[config.mk]
export PLATFORM = sky130hd
export DESIGN_NAME = event_pulse_monitor
export DESIGN_NICKNAME = d
export VERILOG_FILES = /design/src/rtl/event_mon_pkg.sv /design/src/rtl/event_interval_counter.sv /design/src/rtl/event_pulse_monitor.sv
export SDC_FILE = /design/constraint.sdc
export NUM_CORES = 1
export LEC_CHECK = 0
export CAP_MARGIN = 20
export CORE_MARGIN = 8
export CORE_UTILIZATION = 25
export DETAILED_ROUTE_END_ITERATION = 10
export SYNTH_ARGS = -nofsm -noshare
export SYNTH_HDL_FRONTEND = slang
export SYNTH_SLANG_ARGS = --single-unit
[constraint.sdc]
create_clock -name clk -period 1.55 [get_ports clk]
set_input_delay 0.3875 -clock clk [delete_from_list [all_inputs] [get_ports clk]]
set_output_delay 0.3875 -clock clk [all_outputs]
set_load 0.02 [all_outputs]
[src/rtl/event_mon_pkg.sv]
// -----------------------------------------------------------------------------
// event_mon_pkg
// Shared definitions for the event pulse monitor:
//   - state_t and the four FSM state encodings (IDLE, ACQUIRE, TRACK, LOCKED)
//   - ERRCNT_W, width of the saturating error total
//   - errcnt_sat_inc(), saturating increment for the error total
// -----------------------------------------------------------------------------
package event_mon_pkg;

  typedef logic [1:0] state_t;

  localparam state_t ST_IDLE    = 2'd0;
  localparam state_t ST_ACQUIRE = 2'd1;
  localparam state_t ST_TRACK   = 2'd2;
  localparam state_t ST_LOCKED  = 2'd3;

  localparam int ERRCNT_W = 8;

  // Saturating +1 for the error total: sticks at all-ones instead of wrapping.
  function automatic logic [ERRCNT_W-1:0] errcnt_sat_inc(input logic [ERRCNT_W-1:0] val);
    logic [ERRCNT_W-1:0] res;
    if (val == {ERRCNT_W{1'b1}}) begin
      res = val;
    end else begin
      res = val + {{(ERRCNT_W-1){1'b0}}, 1'b1};
    end
    return res;
  endfunction

endpackage

[src/rtl/event_interval_counter.sv]
// -----------------------------------------------------------------------------
// event_interval_counter
// WIDTH-bit saturating up-counter measuring clocks since the last pulse.
// Ports:
//   clk    - rising-edge clock
//   rst_n  - asynchronous active-low reset (counter -> 0)
//   clr    - synchronous clear to 0 (highest priority)
//   load   - synchronous load of 1 (edge that samples a pulse)
//   cnt    - registered count, saturates at 2^WIDTH-1
// -----------------------------------------------------------------------------
module event_interval_counter #(
  parameter int WIDTH = 4
) (
  input  logic             clk,
  input  logic             rst_n,
  input  logic             clr,
  input  logic             load,
  output logic [WIDTH-1:0] cnt
);

  localparam logic [WIDTH-1:0] CNT_MAX = {WIDTH{1'b1}};
  localparam logic [WIDTH-1:0] CNT_ONE = {{(WIDTH-1){1'b0}}, 1'b1};

  logic [WIDTH-1:0] cnt_r;

  // Interval register: clear, load-1, or saturating increment.
  always_ff @(posedge clk or negedge rst_n) begin
    if (!rst_n) begin
      cnt_r <= {WIDTH{1'b0}};
    end else if (clr) begin
      cnt_r <= {WIDTH{1'b0}};
    end else if (load) begin
      cnt_r <= CNT_ONE;
    end else if (cnt_r != CNT_MAX) begin
      cnt_r <= cnt_r + CNT_ONE;
    end else begin
      cnt_r <= cnt_r;
    end
  end

  assign cnt = cnt_r;

endmodule

[src/rtl/event_pulse_monitor.sv]
// -----------------------------------------------------------------------------
// event_pulse_monitor
// Health monitor for a periodic one-cycle tick. Measures the spacing between
// pulses, locks after LOCK_CNT consecutive in-range periods, flags early and
// late (missing) pulses for one cycle and drops lock on any error.
//
// Parameters:
//   N        - expected period in clk cycles (N >= 2)
//   TOL      - allowed deviation; valid period is [N-TOL, N+TOL]
//   LOCK_CNT - consecutive valid periods required for lock
//   WIDTH    - interval counter width, N+TOL+1 <= 2^WIDTH-1
// Ports:
//   clk         - rising-edge clock
//   rst_n       - asynchronous active-low reset
//   enable      - monitor enable, low forces IDLE
//   event_pulse - pulse under test, synchronous to clk
//   locked      - high while in LOCKED
//   err_early   - one-cycle flag, pulse before N-TOL
//   err_late    - one-cycle flag, no pulse by N+TOL
//   last_period - most recently measured period
//   err_count   - saturating error total
//
// Build option: define EVENT_MON_ERR_COUNT_EN to build the error total;
// otherwise err_count is tied to 0 and everything else is unchanged.
// -----------------------------------------------------------------------------
module event_pulse_monitor
  import event_mon_pkg::*;
#(
  parameter int N        = 10,
  parameter int TOL      = 0,
  parameter int LOCK_CNT = 4,
  parameter int WIDTH    = 4
) (
  input  logic                clk,
  input  logic                rst_n,
  input  logic                enable,
  input  logic                event_pulse,
  output logic                locked,
  output logic                err_early,
  output logic                err_late,
  output logic [WIDTH-1:0]    last_period,
  output logic [ERRCNT_W-1:0] err_count
);

  localparam logic [WIDTH-1:0] LO_LIM = WIDTH'(N - TOL);
  localparam logic [WIDTH-1:0] HI_LIM = WIDTH'(N + TOL);

  // Good-run counter only needs to reach LOCK_CNT; it saturates there.
  localparam int                GOOD_W    = $clog2(LOCK_CNT + 1);
  localparam logic [GOOD_W-1:0] GOOD_LOCK = GOOD_W'(LOCK_CNT);
  localparam logic [GOOD_W-1:0] GOOD_ONE  = {{(GOOD_W-1){1'b0}}, 1'b1};

  state_t            state_r;
  state_t            state_nxt_s;
  logic [GOOD_W-1:0] good_r;
  logic [GOOD_W-1:0] good_nxt_s;
  logic [GOOD_W-1:0] good_inc_s;
  logic [WIDTH-1:0]  cnt_s;
  logic              cnt_clr_s;
  logic              cnt_load_s;
  logic              early_s;
  logic              late_s;
  logic              period_upd_s;

  logic              locked_r;
  logic              err_early_r;
  logic              err_late_r;
  logic [WIDTH-1:0]  last_period_r;

  event_interval_counter #(
    .WIDTH (WIDTH)
  ) u_cnt (
    .clk   (clk),
    .rst_n (rst_n),
    .clr   (cnt_clr_s),
    .load  (cnt_load_s),
    .cnt   (cnt_s)
  );

  // Saturating next value of the good-run counter.
  always_comb begin
    if (good_r >= GOOD_LOCK) begin
      good_inc_s = good_r;
    end else begin
      good_inc_s = good_r + GOOD_ONE;
    end
  end

  // FSM next state, interval checks and counter controls.
  always_comb begin
    state_nxt_s  = state_r;
    good_nxt_s   = good_r;
    cnt_clr_s    = 1'b0;
    cnt_load_s   = 1'b0;
    early_s      = 1'b0;
    late_s       = 1'b0;
    period_upd_s = 1'b0;

    if (!enable) begin
      // Disable wins over any pulse or timeout in the same cycle.
      state_nxt_s = ST_IDLE;
      good_nxt_s  = {GOOD_W{1'b0}};
      cnt_clr_s   = 1'b1;
    end else begin
      case (state_r)
        ST_IDLE: begin
          state_nxt_s = ST_ACQUIRE;
          good_nxt_s  = {GOOD_W{1'b0}};
          cnt_clr_s   = 1'b1;
        end

        ST_ACQUIRE: begin
          // First pulse only establishes the timing reference.
          if (event_pulse) begin
            cnt_load_s  = 1'b1;
            good_nxt_s  = {GOOD_W{1'b0}};
            state_nxt_s = ST_TRACK;
          end else begin
            state_nxt_s = ST_ACQUIRE;
          end
        end

        ST_TRACK, ST_LOCKED: begin
          if (event_pulse) begin
            if (cnt_s < LO_LIM) begin
              early_s      = 1'b1;
              period_upd_s = 1'b1;
              cnt_load_s   = 1'b1;
              good_nxt_s   = {GOOD_W{1'b0}};
              state_nxt_s  = ST_TRACK;
            end else if (cnt_s <= HI_LIM) begin
              // A pulse exactly at N+TOL is in range, not late.
              period_upd_s = 1'b1;
              cnt_load_s   = 1'b1;
              good_nxt_s   = good_inc_s;
              if ((state_r == ST_TRACK) && (good_inc_s >= GOOD_LOCK)) begin
                state_nxt_s = ST_LOCKED;
              end else begin
                state_nxt_s = state_r;
              end
            end else begin
              // Beyond N+TOL cannot normally be reached because the timeout
              // below fires first; treat it as late and re-acquire.
              late_s      = 1'b1;
              good_nxt_s  = {GOOD_W{1'b0}};
              state_nxt_s = ST_ACQUIRE;
            end
          end else if (cnt_s >= HI_LIM) begin
            late_s      = 1'b1;
            good_nxt_s  = {GOOD_W{1'b0}};
            state_nxt_s = ST_ACQUIRE;
          end else begin
            state_nxt_s = state_r;
          end
        end

        default: begin
          state_nxt_s = ST_IDLE;
          good_nxt_s  = {GOOD_W{1'b0}};
          cnt_clr_s   = 1'b1;
        end
      endcase
    end
  end

  // State, good-run counter and registered status outputs.
  always_ff @(posedge clk or negedge rst_n) begin
    if (!rst_n) begin
      state_r       <= ST_IDLE;
      good_r        <= {GOOD_W{1'b0}};
      locked_r      <= 1'b0;
      err_early_r   <= 1'b0;
      err_late_r    <= 1'b0;
      last_period_r <= {WIDTH{1'b0}};
    end else begin
      state_r     <= state_nxt_s;
      good_r      <= good_nxt_s;
      // Derived from the next state so lock tracks the state with no extra lag.
      locked_r    <= (state_nxt_s == ST_LOCKED);
      err_early_r <= early_s;
      err_late_r  <= late_s;
      if (period_upd_s) begin
        last_period_r <= cnt_s;
      end else begin
        last_period_r <= last_period_r;
      end
    end
  end

`ifdef EVENT_MON_ERR_COUNT_EN
  logic [ERRCNT_W-1:0] err_count_r;

  // Error total: survives enable low, cleared only by reset.
  always_ff @(posedge clk or negedge rst_n) begin
    if (!rst_n) begin
      err_count_r <= {ERRCNT_W{1'b0}};
    end else if (early_s || late_s) begin
      err_count_r <= errcnt_sat_inc(err_count_r);
    end else begin
      err_count_r <= err_count_r;
    end
  end

  assign err_count = err_count_r;
`else
  assign err_count = {ERRCNT_W{1'b0}};
`endif

  assign locked      = locked_r;
  assign err_early   = err_early_r;
  assign err_late    = err_late_r;
  assign last_period = last_period_r;

endmodule

# Word level (Yosys, flattened, before mapping)

Cells that the tools add are included.
Widths: inputs -> output; s select.

Flip-flop bits (word level): 16
Input bits: 4

$add $sub $neg: 2
$lt $le $gt $ge: 5
Eq/ne operators: 7
Muxes and demuxes: 39
Reductions and logical operators: 5

Operators with widths:

| cell                | count |
|---|---|
| $mux 3              | 7 |
| $mux 1              | 19 |
| $mux 2              | 7 |
| $mux 4              | 3 |
| $pmux 3 s3          | 1 |
| $ne 4x4->1 const B  | 2 |
| $eq 2x2->1 const B  | 3 |
| $ge 3x3->1 const B  | 2 |
| $pmux 2 s3          | 1 |
| $add 4x1->4 const B | 1 |
| $ge 4x4->1 const B  | 1 |
| $le 4x4->1 const B  | 1 |
| $lt 4x4->1 const B  | 1 |
| $add 3x1->3 const B | 1 |
| $ne 3x3->1 const B  | 1 |
| $reduce_bool 3->1   | 1 |
| $eq 2x1->1 const B  | 1 |
| $logic_not 2->1     | 1 |
| $pmux 1 s2          | 1 |
| $reduce_and 2->1    | 1 |
| $reduce_or 2->1     | 1 |
| $logic_and 1x1->1   | 1 |

# Longest topological paths before layout

Word-level depth: 11
Depth in mapped cells: 6

# Modules after synthesis

From an unflattened synthesis, not the netlist that was laid out.

Cells, all modules: 81
Area, all modules: 888.4 µm²

Modules (own cells, without submodules):

| module                 | instances | cells each | area an instance (µm²) |
|---|---|---|---|
| event_pulse_monitor    | 1         | 63         | 694.4 |
| event_interval_counter | 1         | 18         | 193.9 |

# Least setup slack after synthesis

Ideal clock, no wire load.

Path type: register to register
Start point: reg u_cnt.cnt_r[0] (netlist: u_cnt.cnt[0])
End point: reg last_period_r[0] (netlist: last_period[0])
Setup time: 125 ps
Data arrival time: 1519 ps
Slack: -94 ps
Cell stages (with the launch flop): 7
Cells stage by stage: dfrtp_1 -> inv_1 -> ha_1 -> nor2b_4 -> or2_4 -> a21o_4 -> mux2_4

Cells in the longest elaborated chain, start to end: 6

RTL lines:

| item                     | line                         | text |
|---|---|---|
| start: declaration       | event_interval_counter.sv:24 | `logic [WIDTH-1:0] cnt_r;` |
| start signal: assignment | event_interval_counter.sv:29 | `cnt_r <= {WIDTH{1'b0}};` |
| start signal: assignment | event_interval_counter.sv:31 | `cnt_r <= {WIDTH{1'b0}};` |
| start signal: assignment | event_interval_counter.sv:35 | `cnt_r <= cnt_r + CNT_ONE;` |
| $le 4x4->1               | event_pulse_monitor.sv:131   | `end else if (cnt_s <= HI_LIM) begin` |
| $mux 1                   | event_pulse_monitor.sv:131   |  |
| $mux 1                   | event_pulse_monitor.sv:125   | `if (cnt_s < LO_LIM) begin` |
| $mux 1                   | event_pulse_monitor.sv:124   | `if (event_pulse) begin` |
| $mux 1                   | event_pulse_monitor.sv:105   | `case (state_r)` |
| $mux 1                   | event_pulse_monitor.sv:99    | `if (!enable) begin` |
| end signal: assignment   | event_pulse_monitor.sv:174   | `last_period_r <= {WIDTH{1'b0}};` |
| end signal: assignment   | event_pulse_monitor.sv:183   | `last_period_r <= cnt_s;` |
| end signal: assignment   | event_pulse_monitor.sv:185   | `last_period_r <= last_period_r;` |
| end: declaration         | event_pulse_monitor.sv:68    | `logic [WIDTH-1:0] last_period_r;` |

Parallel ways exist; a longest one is shown, timed or not.
A chain may end at the register's enable or synchronous reset.

# Worst setup path in the final report

Start point: reg good_r[0]
End point: reg state_r[0]

Cells in the longest elaborated chain, start to end: 10

RTL lines:

| item                                             | line                                                 | text |
|---|---|---|
| start: declaration                               | event_pulse_monitor.sv:55                            | `logic [GOOD_W-1:0] good_r;` |
| start signal: assignment                         | event_pulse_monitor.sv:170                           | `good_r <= {GOOD_W{1'b0}};` |
| start signal: assignment                         | event_pulse_monitor.sv:177                           | `good_r <= good_nxt_s;` |
| $add 3x1->3 / $ge 3x3->1 (equally long branches) | event_pulse_monitor.sv:85, event_pulse_monitor.sv:82 |  |
| $mux 3 (*)                                       | event_pulse_monitor.sv:82                            | `if (good_r >= GOOD_LOCK) begin` |
| $ge 3x3->1 (*)                                   | event_pulse_monitor.sv:136                           | `if ((state_r == ST_TRACK) && (good_inc_s >= GOOD_LOCK)) begin` |
| $logic_and 1x1->1 (*)                            | event_pulse_monitor.sv:136                           |  |
| $mux 2 (*)                                       | event_pulse_monitor.sv:136                           |  |
| $mux 2 (*)                                       | event_pulse_monitor.sv:131                           |  |
| $mux 2 (*)                                       | event_pulse_monitor.sv:125                           |  |
| $mux 2 (*)                                       | event_pulse_monitor.sv:124                           |  |
| $pmux 2 s3 (*)                                   | event_pulse_monitor.sv:105                           |  |
| $mux 2 (*)                                       | event_pulse_monitor.sv:99                            |  |
| via state_nxt_s[0]                               | event_pulse_monitor.sv:54                            | `state_t state_nxt_s;` |
| end signal: assignment                           | event_pulse_monitor.sv:176                           | `state_r <= state_nxt_s;` |
| end: declaration                                 | event_pulse_monitor.sv:53                            | `state_t state_r;` |

Mark *: on every way through the listed nets, which the timed path passes. The rest lies on a longest branch.

==> qor.csv <==
stage,metric,value,unit
status,failing checks,setup timing,
placement,dpl cell area,1210,um2
clocking,clk sink count,16,
timing,Max Clock Skew,0.813,ps
power,Comb pwr share,15.4,%
synthesis,#FFs+latches synth,16,
timing,RSZ-0062 raised after global routing,yes,
clocking,Num CTS Buffers,3,
grt,first-pass GRT wire length,3.45,mm
setup_path,reg-to-reg startpoint,good_r[0]$_DFFE_PN0P_,
synthesis,Post-synth EDFFs,0,
finish,Post-Layout Inst Area,1300,um2
synthesis,register area share after synthesis,40.6,%
floorplan,Die Span Y,78.8,um
clocking,Post-CTS Hold Buffers,0,
power,Sw Ratio,25.9,%
power,worst-case vdd ir drop,0.000239,V
placement,Routability Congestion,0.834,
clocking,worst-skew pair later-pin latency,250,ps
setup_path,Worst EP required,1690,ps
synthesis,top_reg_cell synth,dfrtp_1,
timing,Max Clk Rate,630,MHz
timing,setup TNS,-70.1,ps
status,outcome,"complete, but fails checks",
power,Reg power frac,45.5,%
synthesis,Post-synth ARST share,100,%
synthesis,Yosys top cell area share,40.6,%
setup_path,CP endpoint kind,flop,
floorplan,I/O Pins,19,
setup_path,slowest cell on the critical path,or4b_1,
floorplan,Core Area,3880,um2
setup_path,R2R Setup Slk,-40,ps
floorplan,Chip Width,78.8,um
power,Power Density,752,nW/um2
timing,final-report setup violation count,6,
timing,fin crit period,1590,ps
grt,gr ovfl total,0,
drt,First-pass DRT Iterations,4,
setup_path,Setup crit start kind,flop,
floorplan,Die Area,6210,um2
synthesis,Syn Inst Count,93,
setup_path,r2r endpoint,state_r[0]$_DFF_PN0_,
setup_path,critical path data arrival time,1730,ps
finish,fill count,403,
setup_path,crit path cell chain,"ha_2, or4b_1, o22a_1, a21oi_2, a21oi_1",
synthesis,synth top area cells,"dfrtp_1 (41%), buf_4 (7.6%), mux2_4 (6.1%)",
clocking,# H-tree levels,1,
drt,1st-iter DRT viols,23,
floorplan,num rows,23,
clocking,Clock Pin Slew Worst Setup and Hold Paths,70,ps
drt,ANT nets after route,0,
setup_path,crit-path max FO,2,
grt,All-Layer GR Usage,6.71,%
synthesis,"count leader, synth",dfrtp_1,
finish,Synth-to-Final Area Change,31.6,%
power,Switch Pwr,0.252,mW
grt,initial antenna violation count,0,
setup_path,largest stage delay on the critical path,470,ps
synthesis,Yosys cell types,38,
drt,via count,749,
drt,DRC Markers,0,
clocking,clock buffer depth,2,
synthesis,biggest area consumer among synthesized cells,dfrtp_1,
drt,vias per cell,4.41,
grt,vias in the first global route,768,
clocking,root buffer cell,clkbuf_8,
timing,worst setup slack after layout,-37.3,ps
synthesis,synthesized area,986,um2
placement,Placed Instances,164,
grt,pin count of the biggest net entering global routing,17,
floorplan,Initial Util,25.4,%
setup_path,reg2reg path depth,5,
timing,Final Max Tran Viols,0,
finish,Final Instance Count excl. Fillers,170,
timing,final hold vios,0,
flow_run,max_cap viols,0,
power,Leak,0.655,nW
setup_path,WP buf/inv,0,
finish,post-layout util,33.4,%
clocking,CTS tree,built,
power,clock network power share,39.1,%
min_path,worst min path class,in2async,
finish,layout cell share with drive strength beyond 1,36.7,%
drt,DRT Wirelength,2.03,mm
power,internal power,0.724,mW
timing,fin crit share,102,%
setup_path,cell family with most CP delay,simple AND/OR/NAND/NOR gates,
synthesis,syn_area_per_cell,10.6,um2
finish,ant diodes,0,
synthesis,YS warnings,0,
synthesis,most instantiated cells after synthesis,"dfrtp_1 (16), buf_4 (10), nor2_1 (7)",
setup_path,critical path type,reg2reg,
placement,hpwl dp,1.55,mm
finish,fin nets,129,
drt,drt wl/cell,11.9,um
placement,port bufs,10,
[per-layer routing]
metal	wire [um]	share of wire [%]	global-route usage, %	up-vias
met2	1030	51	11.4	15
li1	-	-	-	361
met1	888	44	7.71	369
met4	37	1.8	4.44	0
met5	0	0	0	-
met3	74	3.6	0.903	4
[flip-flops by register name, indices dropped and copies added, names as in the netlist]
| name | flops |
|---|---|
| err_late | 1 |
| good_r | 3 |
| err_early | 1 |
| last_period | 4 |
| locked | 1 |
| state_r | 2 |
| u_cnt.cnt | 4 |
[final cells by class]
class	count	area [um2]	area share, %
Inverter	4	15.0	1.16
Timing Repair Buffer	29	233	17.9
Tap cell	50	62.6	4.82
Sequential cell	16	402	31.0
Clock buffer	4	55.1	4.24
Multi-Input combinational cell	67	531	40.9
[cells by family after synthesis]
logic type	Yosys count	synth area share, %
and+or+nand+nor	30	18.0
AOI/OAI and AO/OA	19	15.2
buffers and inverters	17	12.6
DFF	16	40.6
muxes	5	7.23
adders and majority gates	4	5.08
other	1	0.380
xor gates and xnor gates	1	0.888
[metrics by stage]
stage / worst slack [ps] / power, mW / hold WS [ps]
floorplan: -3.08 / 0.555 / 91.9
global placement: -383 / 0.596 / 497
detailed placement: -429 / 0.600 / 504
CTS: -28.6 / 0.976 / 452
global route: -72.8 / 1.01 / 472
finish: -37.3 / 0.976 / 448
[repair_timing]
action / 4_1_cts / 5_1_grt
resized for setup: 12 / 3
buffers inserted: 1 / 1
setup endpoints to repair: 16 / 10
pin swaps: 0 / 0
[worst register-to-register path, delay by kind of cell, from the launching register on]
kind | cells | cell delay [ps]
compound gates | 3 | 440
fa+ha+maj | 1 | 190
flops | 1 | 380
simple gates | 1 | 470
[cells in the final DEF (no fill, tap or decap), drive strengths merged]
cell type and instances:
o311a 1, nand2b 1, a211oi 1, or4 1
xnor2 1, o22a 1, nor3b 1, a22o 1
conb 8, nor2 7, a2111oi 1, nor4 1
inv 4, a31oi 2, dfrtp 16, nand3b 1
and2b 1, buf 19, or4b 1, o211ai 1
mux2 5, clkdlybuf4s50 2, a21oi 4, o21a 1
o211a 1, a21o 2, nand2 4, nand3 3
dlygate4sd2 8, nor3 4, clkbuf 4, nor2b 3
o21ai 3, ha 4, and3 1, or2 1
[worst max-delay path by stage]
| stage | from | endpoint | slack (ps) | cells past startpoint |
|---|---|---|---|---|
| floorplan | u_cnt.cnt[0]$_DFFE_PN0P_ | last_period[0]$_DFFE_PN0P_ | -3 | 6 |
| global placement | event_pulse | state_r[0]$_DFF_PN0_ | -380 | 5 |
| finish | good_r[0]$_DFFE_PN0P_ | state_r[0]$_DFF_PN0_ | -40 | 5 |
| CTS | good_r[0]$_DFFE_PN0P_ | state_r[0]$_DFF_PN0_ | -30 | 5 |
| global route | good_r[0]$_DFFE_PN0P_ | state_r[0]$_DFF_PN0_ | -70 | 5 |
| detailed placement | event_pulse | state_r[0]$_DFF_PN0_ | -430 | 5 |
[power by group through the flow]
stage	Clock [mW]	Combinational (mW)	Sequential, mW
after floorplan	0	0.0942	0.460
after global placement	0	0.145	0.451
after detailed placement	0	0.147	0.452
after CTS	0.388	0.144	0.445
after global routing	0.405	0.163	0.446
final	0.382	0.150	0.444
Power figures use the tool's default switching activity.
